<file path="config.mk">
export PLATFORM = sky130hd
export DESIGN_NAME = core_sequencer
export DESIGN_NICKNAME = d
export VERILOG_FILES = /design/src/rtl/core_sequencer_pkg.sv /design/src/rtl/seq_watchdog.sv /design/src/rtl/core_sequencer.sv
export SDC_FILE = /design/constraint.sdc
export NUM_CORES = 1
export LEC_CHECK = 0
export CAP_MARGIN = 0
export CORE_ASPECT_RATIO = 2
export CORE_MARGIN = 2
export CORE_UTILIZATION = 47
export CTS_CLUSTER_DIAMETER = 100
export DETAILED_ROUTE_END_ITERATION = 10
export PLACE_DENSITY = 0.86
export SLEW_MARGIN = 0
export SYNTH_ARGS = -nofsm -noshare
export SYNTH_HDL_FRONTEND = slang
export SYNTH_SLANG_ARGS = --single-unit
</file>
<file path="constraint.sdc">
create_clock -name clk -period 3.2 [get_ports clk]
set_input_delay 0.48 -clock clk [delete_from_list [all_inputs] [get_ports clk]]
set_output_delay 0.48 -clock clk [all_outputs]
set_load 0.05 [all_outputs]
</file>
<file path="src/rtl/core_sequencer_pkg.sv">
// ---------------------------------------------------------------------------
// core_sequencer_pkg
//   Shared definitions for the RV32I multi-cycle control sequencer:
//   sequencer state encoding, trap cause codes, RV32I major opcodes and a
//   helper that recognises the opcodes the sequencer knows how to execute.
//   No ports (package).
// ---------------------------------------------------------------------------
package core_sequencer_pkg;

    typedef enum logic [2:0] {
        S_INIT  = 3'd0,
        S_FETCH = 3'd1,
        S_EX    = 3'd2,
        S_MEM   = 3'd3,
        S_WB    = 3'd4,
        S_HALT  = 3'd5,
        S_TRAP  = 3'd6
    } seqstate_t;

    localparam logic [1:0] TRAP_ILLEGAL   = 2'd0;
    localparam logic [1:0] TRAP_MISALIGN  = 2'd1;
    localparam logic [1:0] TRAP_IFETCH_TO = 2'd2;
    localparam logic [1:0] TRAP_DATA_TO   = 2'd3;

    localparam logic [6:0] OP_LOAD   = 7'b0000011;
    localparam logic [6:0] OP_STORE  = 7'b0100011;
    localparam logic [6:0] OP_JAL    = 7'b1101111;
    localparam logic [6:0] OP_JALR   = 7'b1100111;
    localparam logic [6:0] OP_BRANCH = 7'b1100011;
    localparam logic [6:0] OP_LUI    = 7'b0110111;
    localparam logic [6:0] OP_AUIPC  = 7'b0010111;
    localparam logic [6:0] OP_IMM    = 7'b0010011;
    localparam logic [6:0] OP_REG    = 7'b0110011;

    // addi x0, x0, 0 -- the instruction register holds a NOP out of reset
    localparam logic [31:0] NOP_INSTR = 32'h00000013;

    function automatic logic is_rv32i_op(input logic [6:0] op);
        case (op)
            OP_LOAD, OP_STORE, OP_JAL, OP_JALR, OP_BRANCH,
            OP_LUI, OP_AUIPC, OP_IMM, OP_REG: return 1'b1;
            default:                          return 1'b0;
        endcase
    endfunction

endpackage

</file>
<file path="src/rtl/seq_watchdog.sv">
// ---------------------------------------------------------------------------
// seq_watchdog
//   Request timeout down-counter shared by the fetch and data ports.
//   The counter reloads to TIMEOUT while clr is high and counts down by one
//   for every cycle en is high. expire fires in the TIMEOUT-th waiting cycle,
//   i.e. the last cycle in which a response would still have been accepted.
//   TIMEOUT = 0 disables expiry.
//   Ports:
//     clk, rst  : clock, synchronous active-high reset
//     en        : a request is outstanding and no response this cycle
//     clr       : no request outstanding; reload the counter
//     expire    : timeout reached this cycle
// ---------------------------------------------------------------------------
module seq_watchdog #(
    parameter int TIMEOUT = 255,
    parameter int W       = 8
) (
    input  logic clk,
    input  logic rst,
    input  logic en,
    input  logic clr,
    output logic expire
);

    logic [W-1:0] cnt_q;
    logic [W-1:0] cnt_d;

    always_comb begin
        cnt_d = cnt_q;
        if (clr) begin
            cnt_d = W'(TIMEOUT);
        end else if (en && (cnt_q != '0)) begin
            cnt_d = cnt_q - W'(1);
        end
    end

    always_ff @(posedge clk) begin
        if (rst) begin
            cnt_q <= W'(TIMEOUT);
        end else begin
            cnt_q <= cnt_d;
        end
    end

    assign expire = (TIMEOUT != 0) && en && !clr && (cnt_q == W'(1));

endmodule

</file>
<file path="src/rtl/core_sequencer.sv">
// ---------------------------------------------------------------------------
// core_sequencer
//   Multi-cycle control sequencer for the RV32I core. Owns the PC and the
//   INIT/FETCH/EX/MEM/WB state machine, drives the instruction and data
//   request ports (level-held until valid, guarded by a timeout watchdog),
//   stages the regfile write-back, records sticky traps and provides
//   halt/single-step debug control and a retired-instruction counter.
//   Ports:
//     clk, rst                 : clock, synchronous active-high reset
//     instr_req/addr/valid/rdata : instruction fetch port
//     instruction              : latched instruction word to the decoder
//     dec_op/func/imm/oplen    : decoded fields (combinational from decoder)
//     alu_result, rs2_data     : ALU output and store data
//     data_req/we/addr/wdata/oplen/unsigned, data_valid/rdata : data port
//     rf_we, rf_wdata          : regfile write-back (one-cycle pulse in WB)
//     pc                       : current program counter
//     halt_req, step_req, halted : debug control/status
//     trap, trap_cause, trap_pc  : sticky trap status
//     retired                  : retired-instruction count
// ---------------------------------------------------------------------------
module core_sequencer
    import core_sequencer_pkg::*;
#(
    parameter int              XLEN         = 32,
    parameter logic [XLEN-1:0] RESET_VECTOR = '0,
    parameter int              INIT_CYCLES  = 33,
    parameter int              MEM_TIMEOUT  = 255,
    parameter int              CNT_W        = 32
) (
    input  logic             clk,
    input  logic             rst,

    output logic             instr_req,
    output logic [XLEN-1:0]  instr_addr,
    input  logic             instr_valid,
    input  logic [31:0]      instr_rdata,
    output logic [31:0]      instruction,

    input  logic [6:0]       dec_op,
    input  logic [9:0]       dec_func,
    input  logic [XLEN-1:0]  dec_imm,
    input  logic [1:0]       dec_oplen,
    input  logic [XLEN-1:0]  alu_result,
    input  logic [XLEN-1:0]  rs2_data,

    output logic             data_req,
    output logic             data_we,
    output logic [XLEN-1:0]  data_addr,
    output logic [XLEN-1:0]  data_wdata,
    output logic [1:0]       data_oplen,
    output logic             data_unsigned,
    input  logic             data_valid,
    input  logic [XLEN-1:0]  data_rdata,

    output logic             rf_we,
    output logic [XLEN-1:0]  rf_wdata,
    output logic [XLEN-1:0]  pc,

    input  logic             halt_req,
    input  logic             step_req,
    output logic             halted,

    output logic             trap,
    output logic [1:0]       trap_cause,
    output logic [XLEN-1:0]  trap_pc,
    output logic [CNT_W-1:0] retired
);

    localparam int INIT_W = (INIT_CYCLES > 1) ? $clog2(INIT_CYCLES) : 1;
    localparam logic [INIT_W-1:0] INIT_LAST = INIT_W'(INIT_CYCLES - 1);
    localparam int WD_W = (MEM_TIMEOUT > 0) ? $clog2(MEM_TIMEOUT + 1) : 1;

    seqstate_t        state_q,         state_d;
    logic [INIT_W-1:0] init_cnt_q,     init_cnt_d;
    logic [XLEN-1:0]  pc_q,            pc_d;
    logic [31:0]      instruction_q,   instruction_d;
    logic             instr_req_q,     instr_req_d;
    logic             data_req_q,      data_req_d;
    logic             data_we_q,       data_we_d;
    logic [XLEN-1:0]  data_addr_q,     data_addr_d;
    logic [XLEN-1:0]  data_wdata_q,    data_wdata_d;
    logic [1:0]       data_oplen_q,    data_oplen_d;
    logic             data_unsigned_q, data_unsigned_d;
    logic [XLEN-1:0]  wb_data_q,       wb_data_d;
    logic             wb_en_q,         wb_en_d;
    logic [XLEN-1:0]  nextpc_q,        nextpc_d;
    logic [CNT_W-1:0] retired_q,       retired_d;
    logic             step_q,          step_d;
    logic             trap_q,          trap_d;
    logic [1:0]       trap_cause_q,    trap_cause_d;
    logic [XLEN-1:0]  trap_pc_q,       trap_pc_d;

    logic             take_trap;
    logic [1:0]       cause_n;

    logic             is_load, is_store, is_jal, is_jalr, is_branch, br_taken;
    logic [XLEN-1:0]  pc_plus4, pc_plus_imm;

    logic             wd_en, wd_clr, wd_expire;

    // Only funct3[2] (load sign) and funct3[0] (branch sense) matter here.
    logic             unused_func;
    assign unused_func = ^{dec_func[9:3], dec_func[1]};

    assign is_load     = (dec_op == OP_LOAD);
    assign is_store    = (dec_op == OP_STORE);
    assign is_jal      = (dec_op == OP_JAL);
    assign is_jalr     = (dec_op == OP_JALR);
    assign is_branch   = (dec_op == OP_BRANCH);
    // ALU reports the compare result in bit 0; funct3[0] inverts the sense
    // (BEQ/BNE, BLT/BGE, BLTU/BGEU).
    assign br_taken    = (alu_result[0] != dec_func[0]);
    assign pc_plus4    = pc_q + XLEN'(4);
    assign pc_plus_imm = pc_q + dec_imm;

    // One watchdog serves both ports: fetch and data requests are never
    // outstanding at the same time, and every request is preceded by at
    // least one request-free cycle that reloads the counter.
    assign wd_en  = (instr_req_q && !instr_valid) || (data_req_q && !data_valid);
    assign wd_clr = !(instr_req_q || data_req_q);

    seq_watchdog #(
        .TIMEOUT (MEM_TIMEOUT),
        .W       (WD_W)
    ) u_watchdog (
        .clk    (clk),
        .rst    (rst),
        .en     (wd_en),
        .clr    (wd_clr),
        .expire (wd_expire)
    );

    always_comb begin
        state_d         = state_q;
        init_cnt_d      = init_cnt_q;
        pc_d            = pc_q;
        instruction_d   = instruction_q;
        instr_req_d     = instr_req_q;
        data_req_d      = data_req_q;
        data_we_d       = data_we_q;
        data_addr_d     = data_addr_q;
        data_wdata_d    = data_wdata_q;
        data_oplen_d    = data_oplen_q;
        data_unsigned_d = data_unsigned_q;
        wb_data_d       = wb_data_q;
        wb_en_d         = wb_en_q;
        nextpc_d        = nextpc_q;
        retired_d       = retired_q;
        step_d          = step_q;
        trap_d          = trap_q;
        trap_cause_d    = trap_cause_q;
        trap_pc_d       = trap_pc_q;
        take_trap       = 1'b0;
        cause_n         = TRAP_ILLEGAL;

        case (state_q)
            S_INIT: begin
                if (init_cnt_q == INIT_LAST) begin
                    state_d     = S_FETCH;
                    instr_req_d = 1'b1;
                end else begin
                    init_cnt_d = init_cnt_q + INIT_W'(1);
                end
            end

            S_FETCH: begin
                if (instr_req_q && instr_valid) begin
                    instruction_d = instr_rdata;
                    instr_req_d   = 1'b0;
                    state_d       = S_EX;
                end else if (wd_expire) begin
                    take_trap = 1'b1;
                    cause_n   = TRAP_IFETCH_TO;
                end
            end

            S_EX: begin
                if (!is_rv32i_op(dec_op)) begin
                    take_trap = 1'b1;
                    cause_n   = TRAP_ILLEGAL;
                end else begin
                    if (is_load || is_store) begin
                        data_req_d      = 1'b1;
                        data_we_d       = is_store;
                        data_addr_d     = alu_result;
                        data_wdata_d    = rs2_data;
                        data_oplen_d    = dec_oplen;
                        data_unsigned_d = dec_func[2];
                    end
                    wb_data_d = (is_jal || is_jalr) ? pc_plus4 : alu_result;
                    wb_en_d   = !(is_store || is_branch);
                    if (is_jalr) begin
                        nextpc_d = {alu_result[XLEN-1:1], 1'b0};
                    end else if (is_jal || (is_branch && br_taken)) begin
                        nextpc_d = pc_plus_imm;
                    end else begin
                        nextpc_d = pc_plus4;
                    end
                    state_d = S_MEM;
                end
            end

            S_MEM: begin
                if (data_req_q) begin
                    if (data_valid) begin
                        data_req_d = 1'b0;
                        // data_we_q low here means the access is a load
                        if (!data_we_q) begin
                            wb_data_d = data_rdata;
                        end
                        state_d = S_WB;
                    end else if (wd_expire) begin
                        take_trap = 1'b1;
                        cause_n   = TRAP_DATA_TO;
                    end
                end else begin
                    state_d = S_WB;
                end
            end

            S_WB: begin
                if (nextpc_q[1:0] != 2'b00) begin
                    take_trap = 1'b1;
                    cause_n   = TRAP_MISALIGN;
                end else begin
                    pc_d      = nextpc_q;
                    retired_d = retired_q + CNT_W'(1);
                    if (halt_req || step_q) begin
                        state_d = S_HALT;
                        step_d  = 1'b0;
                    end else begin
                        state_d     = S_FETCH;
                        instr_req_d = 1'b1;
                    end
                end
            end

            S_HALT: begin
                // Releasing halt takes priority over a coincident step pulse.
                if (!halt_req) begin
                    state_d     = S_FETCH;
                    instr_req_d = 1'b1;
                end else if (step_req) begin
                    state_d     = S_FETCH;
                    instr_req_d = 1'b1;
                    step_d      = 1'b1;
                end
            end

            S_TRAP: begin
                state_d = S_TRAP;
            end

            default: begin
                state_d = S_TRAP;
            end
        endcase

        if (take_trap) begin
            state_d      = S_TRAP;
            trap_d       = 1'b1;
            trap_cause_d = cause_n;
            trap_pc_d    = pc_q;
            instr_req_d  = 1'b0;
            data_req_d   = 1'b0;
        end
    end

    always_ff @(posedge clk) begin
        if (rst) begin
            state_q         <= S_INIT;
            init_cnt_q      <= '0;
            pc_q            <= RESET_VECTOR;
            instruction_q   <= NOP_INSTR;
            instr_req_q     <= 1'b0;
            data_req_q      <= 1'b0;
            data_we_q       <= 1'b0;
            data_addr_q     <= '0;
            data_wdata_q    <= '0;
            data_oplen_q    <= '0;
            data_unsigned_q <= 1'b0;
            wb_data_q       <= '0;
            retired_q       <= '0;
            step_q          <= 1'b0;
            trap_q          <= 1'b0;
            trap_cause_q    <= '0;
            trap_pc_q       <= '0;
        end else begin
            state_q         <= state_d;
            init_cnt_q      <= init_cnt_d;
            pc_q            <= pc_d;
            instruction_q   <= instruction_d;
            instr_req_q     <= instr_req_d;
            data_req_q      <= data_req_d;
            data_we_q       <= data_we_d;
            data_addr_q     <= data_addr_d;
            data_wdata_q    <= data_wdata_d;
            data_oplen_q    <= data_oplen_d;
            data_unsigned_q <= data_unsigned_d;
            wb_data_q       <= wb_data_d;
            retired_q       <= retired_d;
            step_q          <= step_d;
            trap_q          <= trap_d;
            trap_cause_q    <= trap_cause_d;
            trap_pc_q       <= trap_pc_d;
        end
    end

    // Staged EX results; only observed in WB after EX has written them.
    always_ff @(posedge clk) begin
        nextpc_q <= nextpc_d;
        wb_en_q  <= wb_en_d;
    end

    assign instr_req     = instr_req_q;
    assign instr_addr    = pc_q;
    assign instruction   = instruction_q;
    assign data_req      = data_req_q;
    assign data_we       = data_we_q;
    assign data_addr     = data_addr_q;
    assign data_wdata    = data_wdata_q;
    assign data_oplen    = data_oplen_q;
    assign data_unsigned = data_unsigned_q;
    // A misaligned target suppresses the write together with the PC update.
    assign rf_we         = (state_q == S_WB) && wb_en_q && (nextpc_q[1:0] == 2'b00);
    assign rf_wdata      = wb_data_q;
    assign pc            = pc_q;
    assign halted        = (state_q == S_HALT);
    assign trap          = trap_q;
    assign trap_cause    = trap_cause_q;
    assign trap_pc       = trap_pc_q;
    assign retired       = retired_q;

endmodule

</file>
======== Word level (Yosys, flattened, before mapping) ========
Index checks and enable logic that the tools add are counted.
Widths: inputs -> output; s select.
storage, ports and cells
  output and inout bits ................... 267
  logic and storage cells ................. 158
  bits of input ports ..................... 185
  register bits ........................... 284
cells by class
  mux-type cells .......................... 51
  bitwise operators ....................... 3
  eq/ne operators ......................... 37
  reduce and logical (&&, ||, !) cells .... 40
  add/subtract/negate cells ............... 5
operators by type and width
  cell                   count
  $mux 32                7
  $pmux 32 s2            1
  $add 32x1->32 const B  1
  $add 32x3->32 const B  1
  $add 32x32->32         1
  $mux 3                 10
  $ne 2x2->1 const B     12
  $mux 1                 22
  $eq 7x6->1 const B     3
  $eq 7x7->1 const B     3
  $ne 3x3->1 const B     6
  $pmux 3 s6             1
  $reduce_and 6->1       3
  $eq 7x5->1 const B     2
  $mux 2                 5
  $reduce_and 5->1       2
  $logic_and 1x1->1      9
  $reduce_or 9->1        1
  $eq 8x1->1 const B     1
  $pmux 1 s4             2
  $reduce_and 2->1       4
  $reduce_bool 8->1      1
  $sub 8x1->8 const B    1
  $eq 7x2->1 const B     1
  19 further kinds       36

======== Depth between registers and ports, before layout ========
  depth in word-level cells ............... 11
  depth in mapped cells ................... 12
  gate-level depth less buffers ........... 12

======== By module ========
From an unflattened synthesis, not the netlist that was laid out.
unflattened totals
  cell total of the unflattened synthesis .. 1793
  area total of the unflattened synthesis .. 14194.9 um^2
by module, submodules not included
  module          cells each  instances  area an instance (um^2)  sequential area each (um^2)
  core_sequencer  1738        1          13710.6                  5855.6
  seq_watchdog    55          1          484.2                    160.2

======== Least setup slack after synthesis ========
Ideal clock, no wire load.
  path type ............................... register to register
  start ................................... register pc_q[8] (netlist: instr_addr[8])
  end ..................................... register nextpc_q[25], data pin
  cell stages (with the launch flop) ...... 11
  data arrival time ....................... 2857 ps
  data required time ...................... 3054 ps
  clock period less this slack ............ 3003 ps
  path slack .............................. 197 ps
  path buffers ............................ 0
  cells stage by stage .................... dfxtp_1 -> ha_1 -> a21o_1 -> a21oi_1 -> nor2b_1 -> or3b_2 -> o21ai_1 -> nor2_1 -> o21ai_0 -> mux2_2 -> a21oi_1
on the way
  word-level cells in the longest chain between the ends .. 3
RTL lines
  item                                             RTL line                                      source
  from (decl)                                      core_sequencer.sv:75                          logic [XLEN-1:0] pc_q, pc_d;
  from (signal assigned)                           core_sequencer.sv:291                         pc_q <= pc_d;
  $add 32x3->32 or $add 32x32->32 (tied branches)  core_sequencer.sv:113, core_sequencer.sv:114
  $mux 32 *                                        core_sequencer.sv:194                         end else if (is_jal || (is_branch && br_taken)) begin
  $mux 32 *                                        core_sequencer.sv:192                         if (is_jalr) begin
  to (signal assigned)                             core_sequencer.sv:311                         nextpc_q <= nextpc_d;
  to (decl)                                        core_sequencer.sv:86                          logic [XLEN-1:0] nextpc_q, nextpc_d;
Every way passes the cells marked *; elsewhere a longest branch is shown, timed or not.
A chain may end at the register's enable or synchronous reset.

======== Final worst setup path ========
  start ................................... register nextpc_q[0]
  end ..................................... output rf_we
on the way
  word-level cells in the longest chain between the ends .. 2
RTL lines
  item               RTL line               source
  $logic_not 2->1    core_sequencer.sv:325  assign rf_we = (state_q == S_WB) && wb_en_q && (nextpc_q[1:0] == 2'b00);
  $logic_and 1x1->1  core_sequencer.sv:325
  to (decl)          core_sequencer.sv:55   output logic rf_we,
Every way passes these cells.

==> results.json <==
{
  "status": "completed",
  "antenna_found_initial": 1,
  "postCtsHoldBufs": 0,
  "endpoint_kind": "output port",
  "cp.required_ps": 2720,
  "syn_area_mm2": 0.01390,
  "wire_per_inst_um": 19.55,
  "drt_first_pass_iters": 5,
  "cp_max_fo": 6,
  "finalCritPeriodShare_pct": 96.31,
  "synth-main-ff-cell": "dfxtp_1",
  "synth-edff-count": 33,
  "cp.arrival_ps": 2600,
  "fillers": 2311,
  "drc_errors": 0,
  "place_area_mm2": 0.01884,
  "grt_usage_pct": 30.25,
  "synth_top_area_share_pct": 36.14,
  "via_per_inst": 5.727,
  "cts_max_level": 1,
  "ctsResizeCount": 0,
  "port_buffers": 443,
  "post_cts_buffers": 0,
  "max_freq_mhz": 324.5,
  "synthTopCellsByArea": "dfxtp_1, nand2_1, a21oi_1",
  "worstHoldPathType": "reg2reg",
  "synth_top_area_cell": "dfxtp_1",
  "slew_violations": 0,
  "vdd_drop_max_v": 0.0004996,
  "cts_made_buffers": 28,
  "nNetsFinal": 2381,
  "root_buffer": "clkbuf_16",
  "synth_fp_nets": 1970,
  "path_class": "reg2out",
  "cts_tree": "done",
  "pin_count": 452,
  "die-area_mm2": 0.03105,
  "ys_types": 66,
  "drv_cap": 0,
  "yosysMostFrequentCell": "nand2_1",
  "wirelength_um": 49650,
  "grt_max_degree": 125,
  "cts_sinks": 284,
  "setup_ws_ps": 118.0,
  "die_h_um": 247.2,
  "dp_slack_ps": -227.1,
  "hold_viol": 0,
  "clock_latency_ps": 570,
  "ant_nets": 0,
  "grt_pass1_wl_um": 74900,
  "synthTopCellsByCount": "nand2_1, dfxtp_1, a21oi_1, nor2_1, clkbuf_1",
  "clock_skew_ps": 23.99,
  "antennaDiodeCount": 0,
  "syn_avg_cell_area_um2": 7.962,
  "core_area_mm2": 0.02929,
  "num_rows": 89,
  "clockBufferDepth": 3,
  "synthArstFlopShare_pct": 0,
  "synth_cells": 1746,
  "start_util_pct": 47.47,
  "rsz0062_at_grt": "no",
  "syn2layout_area_growth_pct": 42.22,
  "fin_util_pct": 67.51,
  "drt_iter0_drc": 1119,
  "tightest_slew_ps": 908.2,
  "gp_congestion": 0.9942,
  "ys_ff_latch": 284,
  "vias": 14550,
  "critPathLaunchType": "flip-flop",
  "overflow": 0,
  "ys_warn_count": 0,
  "p_leak_nw": 7.173,
  "setup_viol": 0,
  "dp_hpwl_um": 35950,
  "p_per_area_mw_per_mm2": 457.7,
  "fin_crit_ps": 3082,
  "grt_pass1_vias": 13480,
  "layout-drive-gt1-share_pct": 6.434,
  "slew_headroom_pct": 39.45,
  "seq_area_frac_synth_pct": 43.27,
  "die_x_um": 125.6,
  "final_cell_area_mm2": 0.01977,
  "clk_pin_slew_ps": 60
}
placed cells by master (no fill, tap or decap), types with 4 or more instances in the layout:
cell type,n
a211oi_1,26
a21o_1,13
a21oi_1,212
a31oi_1,21
and2_1,7
and3_1,20
and4_1,5
buf_12,7
buf_4,68
clkbuf_1,4
clkbuf_16,31
clkbuf_8,5
clkdlybuf4s50_1,442
clkinv_2,8
dfxtp_1,251
edfxtp_1,33
ha_1,38
inv_1,19
mux2i_1,44
nand2_1,411
nand2b_1,12
nand3_1,48
nand3b_1,5
nand4_1,11
nor2_1,144
nor2b_1,8
nor3_1,30
nor3b_1,4
nor4_1,5
o211ai_1,15
o21ai_0,67
o22ai_1,5
or3_1,20
xnor2_1,29
xor2_1,41
worst paths after layout:
kind / endpoint / start / depth (start not counted) / slack, ps
max: rf_we / nextpc_q[0] / 4 / 120
min: rf_wdata[5] / rf_wdata[5] / 2 / 450
max reg2reg: nextpc_q[31] / instr_addr[2] / 9 / 260
min reg2reg: rf_wdata[5] / rf_wdata[5] / 2 / 450
area by class of cell:
class                   instances  area (um^2)  area share [%]
multi-input cells            1306         7208           36.46
flip-flops and latches        284         6016           30.43
repair buffers                518         5089           25.74
clock buffers                  39        845.8           4.278
well taps                     364        455.4           2.304
clock inverters                10        86.33          0.4367
inverters                      19        71.32          0.3607
registers in the layout (all words and copies together) (netlist names), 6 cells and up:
signal            flops
data_addr            32
data_wdata           32
instr_addr           32
instruction          32
nextpc_q             32
retired              32
rf_wdata             32
trap_pc              32
u_watchdog.cnt_q      8
init_cnt_q            6
routing by layer:
layer | routed length [um] | track usage, % | up-vias
met5 | 12 | 0 | -
met3 | 4365 | 5.431 | 158
met2 | 24030 | 51.59 | 801
met1 | 18530 | 36.54 | 6785
li1 | - | - | 6800
met4 | 2709 | 14.87 | 2
where the power goes:
group	leakage [nW]	switching (W)	internal, W
Clock	0.468	0.00147	0.00192
Sequential	2.33	0.0000969	0.00370
Combinational	4.38	0.00110	0.000752
critical path, cell delays in order, from the launching register on:
cell and delay [ps]:
edfxtp_1 360, nor2_1 310, and3_4 350, and2_1 150
clkdlybuf4s50_1 860
cells by family (layout without fill, tap and decap cells):
family	Yosys count	count (layout)	synth area share, %
mux	47	47	3.411
flops	284	284	43.27
xor+xnor	70	70	4.410
compound gates	398	398	16.51
buf+inv	156	586	5.220
simple gates	752	752	23.62
fa+ha+maj	39	39	3.564
per-stage QoR:
step | instances | hold slack (ps) | setup TNS [ps] | power, W
finish | 2540 | 451.4 | 0 | 0.009049
global route | 2540 | 467.4 | 0 | 0.009358
CTS | 2540 | 438.5 | 0 | 0.009086
detailed placement | 2491 | 445.5 | -1205 | 0.005710
global placement | 2491 | 438.0 | -624.4 | 0.005679
floorplan | 1746 | 432.3 | 0 | 0.004969
No activity file was read; power rests on OpenSTA's default activity.
